<file path="config.mk">
export PLATFORM = sky130hd
export DESIGN_NAME = pipeline_if_pcgen
export DESIGN_NICKNAME = d
export VERILOG_FILES = /design/src/rtl/pipeline_if_pcgen.sv
export SDC_FILE = /design/constraint.sdc
export NUM_CORES = 1
export LEC_CHECK = 0
export BUFFER_PORTS_ARGS = -buffer_cell sky130_fd_sc_hd__buf_4
export CAP_MARGIN = 10
export CORE_UTILIZATION = 50
export CTS_CLUSTER_DIAMETER = 30
export DETAILED_ROUTE_END_ITERATION = 10
export MAX_ROUTING_LAYER = met4
export PLACE_DENSITY = 0.86
export SYNTH_ARGS = -nofsm -noshare
export SYNTH_HDL_FRONTEND = slang
export SYNTH_SLANG_ARGS = --single-unit
export TNS_END_PERCENT = 50
</file>
<file path="constraint.sdc">
create_clock -name clk -period 3.1 [get_ports clk]
set_input_delay 0.62 -clock clk [delete_from_list [all_inputs] [get_ports clk]]
set_output_delay 0.62 -clock clk [all_outputs]
set_load 0.01 [all_outputs]
</file>
<file path="src/rtl/pipeline_if_pcgen.sv">
// Instruction-fetch PC generator: one outstanding imem request, EXE/ID redirection,
// a 1-entry skid buffer behind the IF output register, and nop insertion on bubbles.
module pipeline_if_pcgen #(
    parameter logic [31:0] RESET_PC = 32'h0000_0000
) (
    input  logic        clk,
    input  logic        resetn,
    input  logic        redirection_e_i,
    input  logic [31:0] redirection_pc_e_i,
    input  logic        taken_d_i,
    input  logic [31:0] prediction_pc_d_i,
    input  logic        st_f_i,
    output logic        imem_req_o,
    output logic [31:0] imem_addr_o,
    input  logic        imem_gnt_i,
    input  logic        imem_rvalid_i,
    input  logic [31:0] imem_rdata_i,
    output logic [31:0] instr_f_o,
    output logic [31:0] pc_f_o,
    output logic [31:0] pc_plus4_f_o,
    output logic        instr_valid_f_o
);

    localparam logic [31:0] NOP = 32'h0000_0013;

    typedef enum logic [1:0] {
        BOOT = 2'd0,
        REQ  = 2'd1,
        WAIT = 2'd2,
        DROP = 2'd3
    } state_e;

    state_e      state_q, state_d;
    logic        req_q, req_d;
    logic [31:0] addr_q, addr_d;
    logic [31:0] lat_pc_q, lat_pc_d;
    logic        out_v_q, out_v_d;
    logic [31:0] out_instr_q, out_instr_d;
    logic [31:0] out_pc_q, out_pc_d;
    logic [31:0] out_pc4_q, out_pc4_d;
    logic        skid_v_q, skid_v_d;
    logic [31:0] skid_instr_q, skid_instr_d;
    logic [31:0] skid_pc_q, skid_pc_d;

    logic        flush_s;
    logic        grant_s;
    logic        accept_s;

    // Next-state computation for the fetch FSM, fetch address and delivery registers.
    always_comb begin
        flush_s      = redirection_e_i | taken_d_i;
        grant_s      = req_q & imem_gnt_i;
        // A taken ID branch makes the in-flight fetch wrong-path, exactly like an EXE redirect.
        accept_s     = (state_q == WAIT) & imem_rvalid_i & ~flush_s;

        state_d      = state_q;
        out_v_d      = out_v_q;
        out_instr_d  = out_instr_q;
        out_pc_d     = out_pc_q;
        out_pc4_d    = out_pc4_q;
        skid_v_d     = skid_v_q;
        skid_instr_d = skid_instr_q;
        skid_pc_d    = skid_pc_q;

        case (state_q)
            BOOT: state_d = REQ;
            REQ: begin
                if (grant_s) begin
                    state_d = flush_s ? DROP : WAIT;
                end else begin
                    state_d = REQ;
                end
            end
            WAIT: begin
                if (imem_rvalid_i) begin
                    state_d = REQ;
                end else if (flush_s) begin
                    state_d = DROP;
                end else begin
                    state_d = WAIT;
                end
            end
            DROP: begin
                if (imem_rvalid_i) begin
                    state_d = REQ;
                end else begin
                    state_d = DROP;
                end
            end
            default: state_d = BOOT;
        endcase

        if (redirection_e_i) begin
            addr_d = {redirection_pc_e_i[31:2], 2'b00};
        end else if (taken_d_i) begin
            addr_d = {prediction_pc_d_i[31:2], 2'b00};
        end else if (grant_s) begin
            addr_d = addr_q + 32'd4;
        end else begin
            addr_d = addr_q;
        end

        if (grant_s) begin
            lat_pc_d = addr_q;
        end else begin
            lat_pc_d = lat_pc_q;
        end

        if (redirection_e_i) begin
            out_v_d     = 1'b0;
            out_instr_d = NOP;
            skid_v_d    = 1'b0;
        end else if (st_f_i) begin
            if (taken_d_i) begin
                skid_v_d = 1'b0;
            end else if (accept_s) begin
                skid_v_d     = 1'b1;
                skid_instr_d = imem_rdata_i;
                skid_pc_d    = lat_pc_q;
            end else begin
                skid_v_d = skid_v_q;
            end
        end else if (taken_d_i) begin
            out_v_d     = 1'b0;
            out_instr_d = NOP;
            skid_v_d    = 1'b0;
        end else if (skid_v_q) begin
            out_v_d     = 1'b1;
            out_instr_d = skid_instr_q;
            out_pc_d    = skid_pc_q;
            out_pc4_d   = skid_pc_q + 32'd4;
            skid_v_d    = 1'b0;
        end else if (accept_s) begin
            out_v_d     = 1'b1;
            out_instr_d = imem_rdata_i;
            out_pc_d    = lat_pc_q;
            out_pc4_d   = lat_pc_q + 32'd4;
        end else begin
            out_v_d     = 1'b0;
            out_instr_d = NOP;
        end

        req_d = (state_d == REQ) & ~skid_v_d;
    end

    // State and output registers.
    always_ff @(posedge clk or negedge resetn) begin
        if (!resetn) begin
            state_q      <= BOOT;
            req_q        <= 1'b0;
            addr_q       <= RESET_PC;
            lat_pc_q     <= RESET_PC - 32'd4;
            out_v_q      <= 1'b0;
            out_instr_q  <= NOP;
            out_pc_q     <= 32'h0000_0000;
            out_pc4_q    <= 32'h0000_0000;
            skid_v_q     <= 1'b0;
            skid_instr_q <= NOP;
            skid_pc_q    <= 32'h0000_0000;
        end else begin
            state_q      <= state_d;
            req_q        <= req_d;
            addr_q       <= addr_d;
            lat_pc_q     <= lat_pc_d;
            out_v_q      <= out_v_d;
            out_instr_q  <= out_instr_d;
            out_pc_q     <= out_pc_d;
            out_pc4_q    <= out_pc4_d;
            skid_v_q     <= skid_v_d;
            skid_instr_q <= skid_instr_d;
            skid_pc_q    <= skid_pc_d;
        end
    end

    assign imem_req_o      = req_q;
    assign imem_addr_o     = addr_q;
    assign instr_f_o       = out_instr_q;
    assign pc_f_o          = out_pc_q;
    assign pc_plus4_f_o    = out_pc4_q;
    assign instr_valid_f_o = out_v_q;

endmodule
</file>
==> impl_summary.md, run 1 <==
Finish
0 antenna diodes ended up in the layout. The area of all placed cells without fillers is 0.0140 mm². The layout-stage area growth over the synthesis result is 31.7%. The share of final-layout standard cells stronger than drive strength 1 is 32.9%. Once layout is complete, the utilization of the core stands at 68.2%.

The fill cell total of the finished layout is 1,509. The non-filler instance count after layout is 1,588. The net count of the finished layout is 1,391.

CTS
The clock-pin slew on the worst setup and hold paths is 50 ps. The clock tree synthesis step divided the H-tree into 2 levels. The clock tree from TritonCTS is built. Clock tree synthesis found a total of 219 sinks. No sink is reached through more buffers than the 3 on the longest clock path. Counting the buffers created by CTS gives 43. The later pin in the worst-skew pair is clocked with a latency of 510 ps. Post-CTS timing repair inserted 0 buffers for setup. The number of hold buffers added after CTS was 0. The tree is rooted in a sky130_fd_sc_hd__clkbuf_16.

The number of gates resized after CTS was 0.

STA
Setup violations remaining at the end of the flow were counted as 0. The headroom to the max-slew limit is 25.2%. Setup repair after global routing left no endpoint under its margin. The slew at the pin closest to its max-slew limit is 1120 ps. The final critical path takes up 85.3% of the cycle. The worst path needs 2640 ps of the cycle, external delays included. The setup skew after layout is 14.7 ps. The number of max-slew violations in the final report was 0.

Derived from the worst setup path, the maximum achievable clock frequency is 0.378 GHz. Across all hold checks on the routed design, the worst slack comes to 0.831 ps. Setup total negative slack on the finished layout was measured at 0 ps. The minimum setup slack in the final design is 456 ps. The total count of hold-check failures in the final report was 0.

Floorplan
The vertical die dimension is 148 µm. In this run the core area contains 52 standard-cell rows. Once the floorplan was initialized, standard cells occupied 51.8% of the core.

The overall die area is 0.0218 mm². The region available for standard cell placement spans 0.0205 mm². The die outline width is 148 µm. For this design the top-level I/O count stands at 233.

Pwr
Overall power consumption after layout is estimated at 10.1 mW. Combinational logic burns 16.8% of the power. The clock share of power is 44.3%. The part of the total power dissipated in sequential elements is 38.8%.

The net switching power is 2.94 mW. For this design the static power due to leakage is 6.63 nW. VDD sags by at most 0.411 mV.

The design internal power is 7.19 mW. In this run switching power makes up 29.0% of total power. Power spread over the standard cell area amounts to 725 mW/mm².

Worst setup path
Across all register-to-register paths, the minimum setup slack is 460 ps. The critical path is of the flop to flop type. The number of cells on the worst reg-to-reg path is 6. The worst setup path is captured at a flop. The startpoint type of the worst setup path is a flop.

STA puts the critical path data arrival time at 3030 ps. The data required time of the critical path is 3490 ps. In this run the worst path has a maximum fanout of 43.

Placed design
Before CTS, the worst setup slack after placement is 522 ps. The estimated wirelength of the detail-placed design is 19.2 mm. Once placement finished, the instance area stood at 0.0125 mm².

At the end of routability-driven placement, the weighted congestion stood at 0.873. The number of instances in the placed design is 1,511. The number of port buffers is 222.

Logic synthesis
The synthesized flop and latch total is 219. During synthesis, Yosys emitted a total of 0 warnings. The netlist uses 64 different library cells. The register area share after synthesis is 52.1%. In this run the biggest area consumer among cell types represents 43.2% of the synthesized area. Synthesis produced 1,068 cells. The synthesized area is 0.0106 mm². By area the synthesized netlist is led by sky130_fd_sc_hd__dfrtp_1, sky130_fd_sc_hd__dfstp_2, sky130_fd_sc_hd__nand2_1, sky130_fd_sc_hd__mux2_2, sky130_fd_sc_hd__o21ai_0. The cell accounting for the most synthesized area is sky130_fd_sc_hd__dfrtp_1.

Among all flip-flop cells after synthesis, the most frequent one is sky130_fd_sc_hd__dfrtp_1. After synthesis, the share of flip-flops with an asynchronous set or reset is 100%. Yosys mapped a number of flops with a built-in enable equal to 0.

The synthesized area per cell is 9.93 µm².

Global routing
For this run the aggregate overflow at the end of global routing stands at 0. The total global-route track usage is 28.1%. The pin count of the biggest net entering global routing is 108. The number of antenna violations at the first check in global routing is 0. The first global-routing pass estimated 47.4 mm of wire.

The number of global-route vias before repair is 9,142.

Routing
The sum of met2 wire segment lengths after detailed routing is 13.8 mm. The detailed router put a total of 12.2 mm of wire on met1. The wire length on met3 is 1.90 mm.

After detailed routing, the number of vias per cell comes to 5.80. After detailed routing, the average wire length per cell comes to 18.3 µm. The number of violations reported at the end of detailed-routing iteration 0 is 629. The via count is 9,214. For this run, design rule violations remaining after detail routing come to 0. For this run, the detailed router's first-pass iteration total came to 7. The highest metal layer carrying signal wires in the routed design is met4. The routed design has 29.0 mm of wire. The post-detailed-route count of antenna-violating nets is 0.

Run
The tool flagged a number of max-cap violations equal to 0.

Worst hold path
The tightest min-delay check is of the input pin to async pin type.

Status
The run finished with clean final reports.
## kinds of logic after synthesis
group           count (synthesis)  share of synthesized area, %
flops                         219                          52.1
mux                            96                          9.90
fa+ha+maj                       2                         0.236
other cells                     1                        0.0354
simple gates                  395                          17.1
compound gates                230                          13.9
xor+xnor                       38                          3.14
buf+inv                        87                          3.62
## worst paths after layout
path	start	end
min in group clk	redirection_pc_e_i[14]	imem_addr_o[14]$_DFFE_PN0P_
min reg2reg	lat_pc_q[31]$_DFFE_PN1N_	lat_pc_q[31]$_DFFE_PN1N_
max in group asynchronous	resetn	instr_f_o[23]$_DFFE_PN0P_
max	skid_v_q$_DFF_PN0_	pc_plus4_f_o[22]$_DFFE_PN0P_
min	resetn	imem_addr_o[24]$_DFFE_PN0P_
max reg2reg	skid_v_q$_DFF_PN0_	pc_plus4_f_o[22]$_DFFE_PN0P_
## registers in the layout, summed over array words and instances, names as in the netlist, 2 cells and up
name,count
pc_f_o,30
skid_instr_q,32
pc_plus4_f_o,30
state_q,2
instr_f_o,32
skid_pc_q,30
imem_addr_o,30
lat_pc_q,30
## routing by layer
layer	track usage, %	vias up
li1	-	4232
met1	37.5	4477
met2	42.6	415
met3	4.54	90
met4	11.9	0
met5	-	-
## placed cells by master (no fill, tap or decap), types with 20 or more instances in the layout
cell type	netlist	routed
sky130_fd_sc_hd__buf_4	6	240
sky130_fd_sc_hd__a22oi_1	33	33
sky130_fd_sc_hd__mux2i_1	27	27
sky130_fd_sc_hd__a21oi_1	40	40
sky130_fd_sc_hd__o21ai_0	86	85
sky130_fd_sc_hd__xnor2_1	20	20
sky130_fd_sc_hd__dfrtp_1	183	182
sky130_fd_sc_hd__nand4_1	20	20
sky130_fd_sc_hd__nor2_1	46	46
sky130_fd_sc_hd__mux2_2	68	68
sky130_fd_sc_hd__nand3_1	24	23
sky130_fd_sc_hd__dfstp_2	36	36
sky130_fd_sc_hd__clkbuf_16	0	45
sky130_fd_sc_hd__nand2_1	246	245
## worst max-delay path, cell delays in order, from the launching register on
cell	delay (ps)
sky130_fd_sc_hd__dfrtp_4	560
sky130_fd_sc_hd__buf_12	270
sky130_fd_sc_hd__mux2i_1	190
sky130_fd_sc_hd__a21oi_1	300
sky130_fd_sc_hd__nand4_2	390
sky130_fd_sc_hd__or3_1	490
sky130_fd_sc_hd__a221o_1	300
## power groups by stage
stage | logic (mW) | registers, mW | clock network [mW]
2_1_floorplan | 0.991 | 3.81 | 0
4_1_cts | 1.70 | 3.93 | 4.55
3_5_place_dp | 1.68 | 3.96 | 0
6_report | 1.70 | 3.94 | 4.49
3_3_place_gp | 1.62 | 3.92 | 0
5_1_grt | 1.88 | 4.00 | 4.71
## area by class of cell
type / instances / area, µm² / share of cell area [%]
Multi-Input combinational cell: 767 / 4740 / 33.9
Sequential cell: 219 / 5530 / 39.6
Clock inverter: 17 / 188 / 1.34
Tap cell: 270 / 338 / 2.42
Timing Repair Buffer: 245 / 1900 / 13.6
Inverter: 10 / 37.5 / 0.269
Clock buffer: 60 / 1240 / 8.89
## Yosys cell counts (6+ instances only)
cell type                  number
sky130_fd_sc_hd__inv_1          9
sky130_fd_sc_hd__a21o_1        10
sky130_fd_sc_hd__o221ai_1      15
sky130_fd_sc_hd__xnor2_1       20
sky130_fd_sc_hd__nand3_1       24
sky130_fd_sc_hd__clkbuf_1      47
sky130_fd_sc_hd__nand2_1      246
sky130_fd_sc_hd__a22oi_1       33
sky130_fd_sc_hd__buf_1         11
sky130_fd_sc_hd__a21oi_1       40
sky130_fd_sc_hd__buf_4          6
sky130_fd_sc_hd__nor3_1         6
sky130_fd_sc_hd__mux2_2        68
sky130_fd_sc_hd__o21ai_0       86
sky130_fd_sc_hd__dfstp_2       36
sky130_fd_sc_hd__buf_2         10
sky130_fd_sc_hd__and3_1         8
sky130_fd_sc_hd__mux2i_1       27
sky130_fd_sc_hd__dfrtp_1      183
sky130_fd_sc_hd__nor2_1        46
sky130_fd_sc_hd__xor2_1        18
sky130_fd_sc_hd__a31oi_1        7
sky130_fd_sc_hd__nand4_1       20
No activity file was read; power rests on OpenSTA's default activity.
==> inputs of run 2 (changes only) <==
- clock period: 3.1 -> 2.19 ns (I/O delays scaled with it)
==> impl_summary.md, run 2 (synthesized netlist as in run 1, its figures left out) <==
Status
The run finished, with violations left. The final reports fail on negative setup slack.

Global routing
The pin count of the biggest net entering global routing is 77. The total global-route track usage is 29.6%. The number of global-route vias before repair is 9,419.

The number of antenna violations at the first check in global routing is 0. The first global-routing pass estimated 49.4 mm of wire. Summed over all layers, the global routing overflow is 0.

Placed design
The number of port buffers is 222. The wire-length estimate of the detail-placed layout is 20.2 mm. The global placer's final weighted congestion is 0.886.

The placed instances occupy a cell area of 0.0130 mm².

Worst setup path
The endpoint identified for the worst register-to-register timing path is pc_plus4_f_o[11]$_DFFE_PN0P_. In this run the worst setup path begins at skid_v_q$_DFF_PN0_. The launching point of the worst reg2reg path is skid_v_q$_DFF_PN0_. The setup slack of the worst register-to-register path is -230 ps.

The number of cells on the worst reg-to-reg path is 8. The end point of the critical path is pc_plus4_f_o[11]$_DFFE_PN0P_. The critical path class is flop to flop. The data required time of the critical path is 2570 ps.

The nature of the critical path endpoint is a flop. Of all nets on the critical path, the largest fanout is 7. STA classifies the critical path startpoint as a flop. The arrival time reported for the critical path endpoint is 2800 ps.

Routing
The detail route stage leaves a number of antenna-violating nets equal to 0. The total DRC errors in the routed layout is 0. The number of violations reported at the end of detailed-routing iteration 0 is 716.

Dividing the detail-routed wire length by the instance count gives 19.3 µm. For this block, the routed nets add up to 32.0 mm of wire. The via count is 9,612. The first detailed-routing pass ran for 5 iterations.

In the routed layout, each cell is associated on average with a via count of 5.80.

STA
The worst path uses 110% of the clock period. The total count of hold-check failures in the final report is 0. The smallest clock period supported by the final layout is computed as 2420 ps. The achievable frequency is 0.413 GHz. The slew at the pin closest to its max-slew limit is 637 ps. The number of max-slew violations in the final report was 0. Setup violations remaining at the end of the flow were counted as 9.

The setup skew after layout is 18.1 ps. Setup repair after global routing could not meet its margin everywhere. In the final timing run, aggregate negative setup slack is -1090 ps. In this run the tightest slew margin relative to its limit is 57.5%. The minimum setup slack in the final design is -229 ps.

CTS
The number of sinks handled by clock tree synthesis is 219. The clock tree from TritonCTS is built. The clock tree root driver cell is sky130_fd_sc_hd__clkbuf_16.

The clock-pin slew on the worst setup and hold paths is 60 ps. The CTS buffer count is 41. The number of levels the H-tree was split into is 2.

The maximum buffer depth of the clock tree is 3. The later-pin clock latency in the skew report is 520 ps.

Finish
In the layout the commonest cells are sky130_fd_sc_hd__buf_4, sky130_fd_sc_hd__nand2_1, sky130_fd_sc_hd__dfrtp_1, sky130_fd_sc_hd__o21ai_0, sky130_fd_sc_hd__mux2_2. The end-of-flow core utilization is 71.8%. The layout-stage area growth over the synthesis result is 38.7%. The diode insertion count for antenna repair is 0. The post-route netlist has 37.6% of its cells at a drive strength greater than 1. Leaving out fill and tap cells, the most frequent cell in the layout is sky130_fd_sc_hd__buf_4. The final layout net count is 1,458. After routing the design area is 0.0147 mm².

Pwr
VDD sags by at most 0.595 mV. The areal power density over the cells is 1010 mW/mm². The analysis attributes to cell leakage a power of 7.05 nW.

Floorplan
For this design the top-level I/O count stands at 233. In this run the horizontal extent of the chip is 148 µm. In this run the vertical extent of the chip is 148 µm. The area of the core region is 0.0205 mm². For this configuration, the core starts out at a cell density of 51.8%.

The die covers 0.0218 mm². The floorplan has 52 rows.

Run
The number of max-cap violations is 0.

Worst hold path
The path type of the worst min-delay path is input pin to flop. The worst hold path cell count is 3.
==> run 2: changes by cell type in the layout (fill, tap and decap cells not counted), sizes merged <==
cell | previous run | this run
clkbuf | 60 | 49
bufinv | 3 | 5
buf | 245 | 312
inv | 12 | 18
clkinv | 10 | 9
dlygate4sd3 | 0 | 1
clkinvlp | 2 | 6
==> run 2: what timing repair did <==
item / in CTS / in global routing
gates resized for setup: 5 / 28
hold buffers: 1 / 0
pin swaps: 3 / 11
endpoints found under the hold margin: 57 / 0
setup endpoints to repair: 12 / 13
cloned: 1 / 1
buffers inserted: 1 / 11
==> run 2: metal layers <==
| layer | vias to the layer above | track usage, % | part of all wire [%] |
|---|---|---|---|
| li1 | 4344 | - | - |
| met1 | 4617 | 39.1 | 41 |
| met5 | - | - | 0 |
| met4 | 0 | 13.0 | 4.5 |
| met3 | 115 | 5.00 | 7.4 |
| met2 | 536 | 45.0 | 47 |
==> run 2: final cells by class <==
class                      count  area, µm²
fill                        1371       5780
sequential                   219       5530
multi-input combinational    767       4850
timing repair buffer         314       2510
clock buffer                  48       1090
clock inverter                28        355
tap                          270        338
inverter                      10       37.5
==> run 2: report_power, final <==
group	total [mW]	switching (mW)	internal (mW)
sequential	5.46	0.641	4.82
combinational	2.93	1.64	1.29
clock	6.49	2.25	4.24
==> run 2: worst min-delay path by stage <==
stage	startpoint	endpoint	slack (ps)
6_report	redirection_pc_e_i[24]	imem_addr_o[24]$_DFFE_PN0P_	130
5_1_grt	redirection_pc_e_i[17]	imem_addr_o[17]$_DFFE_PN0P_	140
4_1_cts	redirection_pc_e_i[26]	imem_addr_o[26]$_DFFE_PN0P_	120
3_5_place_dp	resetn	imem_addr_o[19]$_DFFE_PN0P_	460
3_3_place_gp	resetn	imem_addr_o[24]$_DFFE_PN0P_	450
2_1_floorplan	resetn	imem_addr_o[10]$_DFFE_PN0P_	140
==> run 2: metrics by stage <==
| step | total power [mW] | hold slack, ps | setup slack [ps] | cells |
|---|---|---|---|---|
| finish | 14.9 | 134 | -229 | 1656 |
| global route | 15.5 | 136 | -267 | 1656 |
| CTS | 14.8 | 122 | -85.8 | 1644 |
| detailed placement | 8.24 | 457 | -96.7 | 1565 |
| global placement | 8.09 | 453 | -17.7 | 1565 |
| floorplan | 6.83 | 142 | -447 | 1073 |
==> run 2: critical path, stage by stage, from the launching register on <==
cell and delay [ps]:
sky130_fd_sc_hd__dfrtp_4 520, sky130_fd_sc_hd__buf_12 160, sky130_fd_sc_hd__buf_8 130, sky130_fd_sc_hd__nand3b_1 200, sky130_fd_sc_hd__a221oi_1 410, sky130_fd_sc_hd__buf_4 210, sky130_fd_sc_hd__nand3_1 110, sky130_fd_sc_hd__xnor2_1 170
sky130_fd_sc_hd__a221o_1 360
==> inputs of run 3 (changes only) <==
- ABC_AREA: not set -> 1
==> impl_summary.md, run 3 <==
Routing
The total DRC errors in the routed layout is 0. The via count is 10,600. The routed design has 32.1 mm of wire. The per-cell via count in the routed design is 5.41. In the final routed layout, each cell accounts on average for 16.4 µm. The number of violations reported at the end of detailed-routing iteration 0 is 741. Before antenna repair, the detailed router went through 5 iterations. Once detail routing completed, the nets flagged for antenna violations numbered 0.

Floorplan
The die outline width is 152 µm. The area of the core region is 0.0219 mm². The overall die area is 0.0230 mm².

For this configuration, the core starts out at a cell density of 51.2%. The vertical die dimension is 152 µm. The number of placement rows is 54. The number of top-level design ports is 233.

Logic synthesis
In this run, synthesis inferred 0 flip-flops with an integrated enable. The dominant synthesized flop cell is sky130_fd_sc_hd__dfrtp_1. The synthesized area per cell is 8.01 µm². Among all cell types in the netlist, the one instantiated most often is sky130_fd_sc_hd__nand2_1. Counting distinct cell types in the post-synthesis netlist gives 47. The synthesized instance count is 1,398.

By area the synthesized netlist is led by sky130_fd_sc_hd__dfrtp_1, sky130_fd_sc_hd__nand2_1, sky130_fd_sc_hd__dfstp_2, sky130_fd_sc_hd__o21ai_0, sky130_fd_sc_hd__nor2_1. The share of synthesized flip-flops with an asynchronous set or reset is 100%. Summed over all instances, the cell type with the most area after synthesis is sky130_fd_sc_hd__dfrtp_1. The fraction of post-synthesis cell area in the top cell type by area is 40.9%. The register area share after synthesis is 49.3%. The synthesized flop and latch total is 219. After synthesis the cells add up to 0.0112 mm².

The Yosys step of the flow raised 0 warnings. The commonest cells after synthesis are sky130_fd_sc_hd__nand2_1, sky130_fd_sc_hd__dfrtp_1, sky130_fd_sc_hd__nor2_1.

Global routing
met2 is the most crowded layer. The total overflow left after global routing is 0. For met3 alone, demand over resource in global routing was 4.55%.

The number of global-route vias before repair is 10,200. Entering global routing, the biggest net connects 72 pins. The number of antenna violations at the first check in global routing was 0. The global-route track usage on met1 is 39.5%. The met2 track utilization from global routing is 44.5%. The total global-route track usage is 29.2%.

The first-pass GRT wire length is 51.4 mm.

CTS
No sink is reached through more buffers than the 3 on the longest clock path. CTS built an H-tree with a depth of 2. TritonCTS built the clock tree. Clock latency on the worst-skew pair, taken at its later pin, is 540 ps. The CTS buffer count is 47.

The clock-pin slew on the worst setup and hold paths is 50 ps. The number of sinks handled by clock tree synthesis is 219. The clock tree root driver cell is sky130_fd_sc_hd__clkbuf_16.

STA
Setup repair after global routing left no endpoint under its margin. Based on the critical path, the design can be clocked at up to 0.481 GHz. In the final timing run, aggregate negative setup slack is 0 ps. The portion of the clock cycle consumed by the worst path in the final layout is 94.8%. The total count of hold-check failures in the final report is 0. After layout, the worst setup slack is 113 ps.

The setup skew after layout is 13.2 ps. The number of max-slew violations in the final report is 0. The slew at the pin closest to its max-slew limit is 532 ps. The number of endpoints failing setup at the final stage is 0. The smallest clock period supported by the final layout is computed as 2080 ps. Headroom to the max-slew limit came out at 64.1%.

Finish
The top cell types in the final layout, fill and taps aside, are sky130_fd_sc_hd__nand2_1, sky130_fd_sc_hd__buf_4, sky130_fd_sc_hd__dfrtp_1, sky130_fd_sc_hd__nor2_1, sky130_fd_sc_hd__o21ai_0. The final layout net count is 1,740. The layout-stage area growth over the synthesis result is 33.1%. Excluding fillers, the count of instances in the completed layout stands at 1,953. The diode insertion count for antenna repair is 0. The share of final-layout standard cells stronger than drive strength 1 is 28.3%. The leading cell type in the layout, fill and taps excluded is sky130_fd_sc_hd__nand2_1.

The end-of-flow core utilization is 68.1%.

Run
The number of max-cap violations is 0.

Placed design
The number of port buffers is 222. The number of placed instances, taps included, is 1,861. The estimated wirelength of the detail-placed design is 21.7 mm. OpenSTA, run right after detailed placement, puts the worst setup slack at 115 ps. The global placer's final weighted congestion is 0.975.

Worst setup path
The arrival time reported for the critical path endpoint is 2490 ps. STA classifies the critical path startpoint as a flop. The worst register-to-register path has a depth of 13. The startpoint identified for the worst register-to-register timing path is skid_v_q$_DFF_PN0_. The critical path class is flop to flop.

The launch point of the critical path is skid_v_q$_DFF_PN0_. The setup slack of the worst register-to-register path is 110 ps. The nature of the critical path endpoint is a flop. The end point of the critical path is pc_plus4_f_o[31]$_DFFE_PN0P_.

In this run the worst path has a maximum fanout of 10. The capturing point of the worst reg2reg path is pc_plus4_f_o[31]$_DFFE_PN0P_. At the worst endpoint, the required time is 2610 ps.

Pwr
The areal power density over the cells is 1080 mW/mm². For this design the static power due to leakage is 7.38 nW. The maximum vdd ir drop is 0.592 mV.

Status
The run finished with clean final reports.

Worst hold path
The path type of the worst min-delay path is input pin to flop.
run 3: cell count changes in the layout (fill, tap and decap cells not counted), moves of 16 or more:
cell | before | now
sky130_fd_sc_hd__a21oi_1 | 38 | 67
sky130_fd_sc_hd__nand3_1 | 23 | 67
sky130_fd_sc_hd__a22oi_1 | 32 | 2
sky130_fd_sc_hd__nand2_2 | 1 | 31
sky130_fd_sc_hd__inv_1 | 8 | 75
sky130_fd_sc_hd__nor2_1 | 46 | 149
sky130_fd_sc_hd__mux2_2 | 67 | 31
sky130_fd_sc_hd__xnor2_1 | 19 | 3
sky130_fd_sc_hd__nand4_1 | 20 | 3
sky130_fd_sc_hd__mux2i_1 | 27 | 0
sky130_fd_sc_hd__nand2_1 | 245 | 423
sky130_fd_sc_hd__buf_4 | 297 | 243
sky130_fd_sc_hd__o21ai_0 | 78 | 146
run 3: critical path, stage by stage (launching register included):
cell and delay (ps):
sky130_fd_sc_hd__dfrtp_2 500, sky130_fd_sc_hd__buf_4 180, sky130_fd_sc_hd__buf_4 200, sky130_fd_sc_hd__nand2_1 100
sky130_fd_sc_hd__nand2_2 130, sky130_fd_sc_hd__nand2_1 110, sky130_fd_sc_hd__nor2_1 110, sky130_fd_sc_hd__nand2_1 60
sky130_fd_sc_hd__nor2_1 270, sky130_fd_sc_hd__nand2_1 80, sky130_fd_sc_hd__nand2_1 60, sky130_fd_sc_hd__nand2_1 50
sky130_fd_sc_hd__nand2_1 50, sky130_fd_sc_hd__nand2_1 50
run 3: kinds of logic after synthesis:
group                    after synthesis  synth area share [%]
adder cells (fa/ha/maj)                2                 0.223
flip-flops                           219                  49.3
AND/OR/NAND/NOR                      705                  26.4
AO/OA/AOI/OAI                        253                  12.0
XOR/XNOR                              16                  1.25
other                                  1                0.0335
buffers and inverters                157                  6.24
multiplexers                          45                  4.52
run 3: how the worst min path moves through the flow:
stage | cells after the start | to | slack [ps] | startpoint
finish | 2 | skid_instr_q[11]$_DFFE_PN0P_ | 130 | imem_rdata_i[11]
global route | 2 | state_q[1]$_DFF_PN0_ | 120 | imem_rvalid_i
CTS | 2 | skid_instr_q[11]$_DFFE_PN0P_ | 110 | imem_rdata_i[11]
detailed placement | 1 | imem_addr_o[4]$_DFFE_PN0P_ | 380 | resetn
global placement | 1 | imem_addr_o[2]$_DFFE_PN0P_ | 380 | resetn
floorplan | 0 | imem_addr_o[10]$_DFFE_PN0P_ | 140 | resetn
run 3: area by class of cell:
type / count / area [µm²]
Clock buffer: 57 / 1260
Multi-Input combinational cell: 1027 / 5010
Clock inverter: 30 / 369
Timing Repair Buffer: 256 / 2070
Tap cell: 280 / 350
Inverter: 84 / 323
Sequential cell: 219 / 5530
Fill cell: 1660 / 6980
run 3: repair_timing:
action,in CTS,in global routing
hold buffers,1,0
endpoints found under the setup margin,0,9
endpoints found under the hold margin,35,0
gates resized for setup,0,3
buffers inserted,0,3
run 3: report_power, final:
part           switching (mW)  internal, mW
Sequential              0.614          4.95
Clock                    2.40          4.77
Combinational            2.13          1.28
Total                    5.14          11.0
run 3: stage by stage:
| step | cell area [µm²] | hold WS (ps) | power, mW |
|---|---|---|---|
| 5_1_grt | 14900 | 122 | 16.9 |
| 4_1_cts | 14900 | 113 | 16.2 |
| 6_report | 14900 | 130 | 16.1 |
| 2_1_floorplan | 11200 | 142 | 7.46 |
| 3_5_place_dp | 13200 | 379 | 8.91 |
| 3_3_place_gp | 13200 | 378 | 8.78 |
run 3: metal layers:
| layer | vias up | routed length [µm] |
|---|---|---|
| met1 | 5010 | 13600 |
| met2 | 472 | 14900 |
| li1 | 4996 | - |
| met4 | 0 | 1020 |
| met5 | - | 0 |
| met3 | 82 | 2480 |
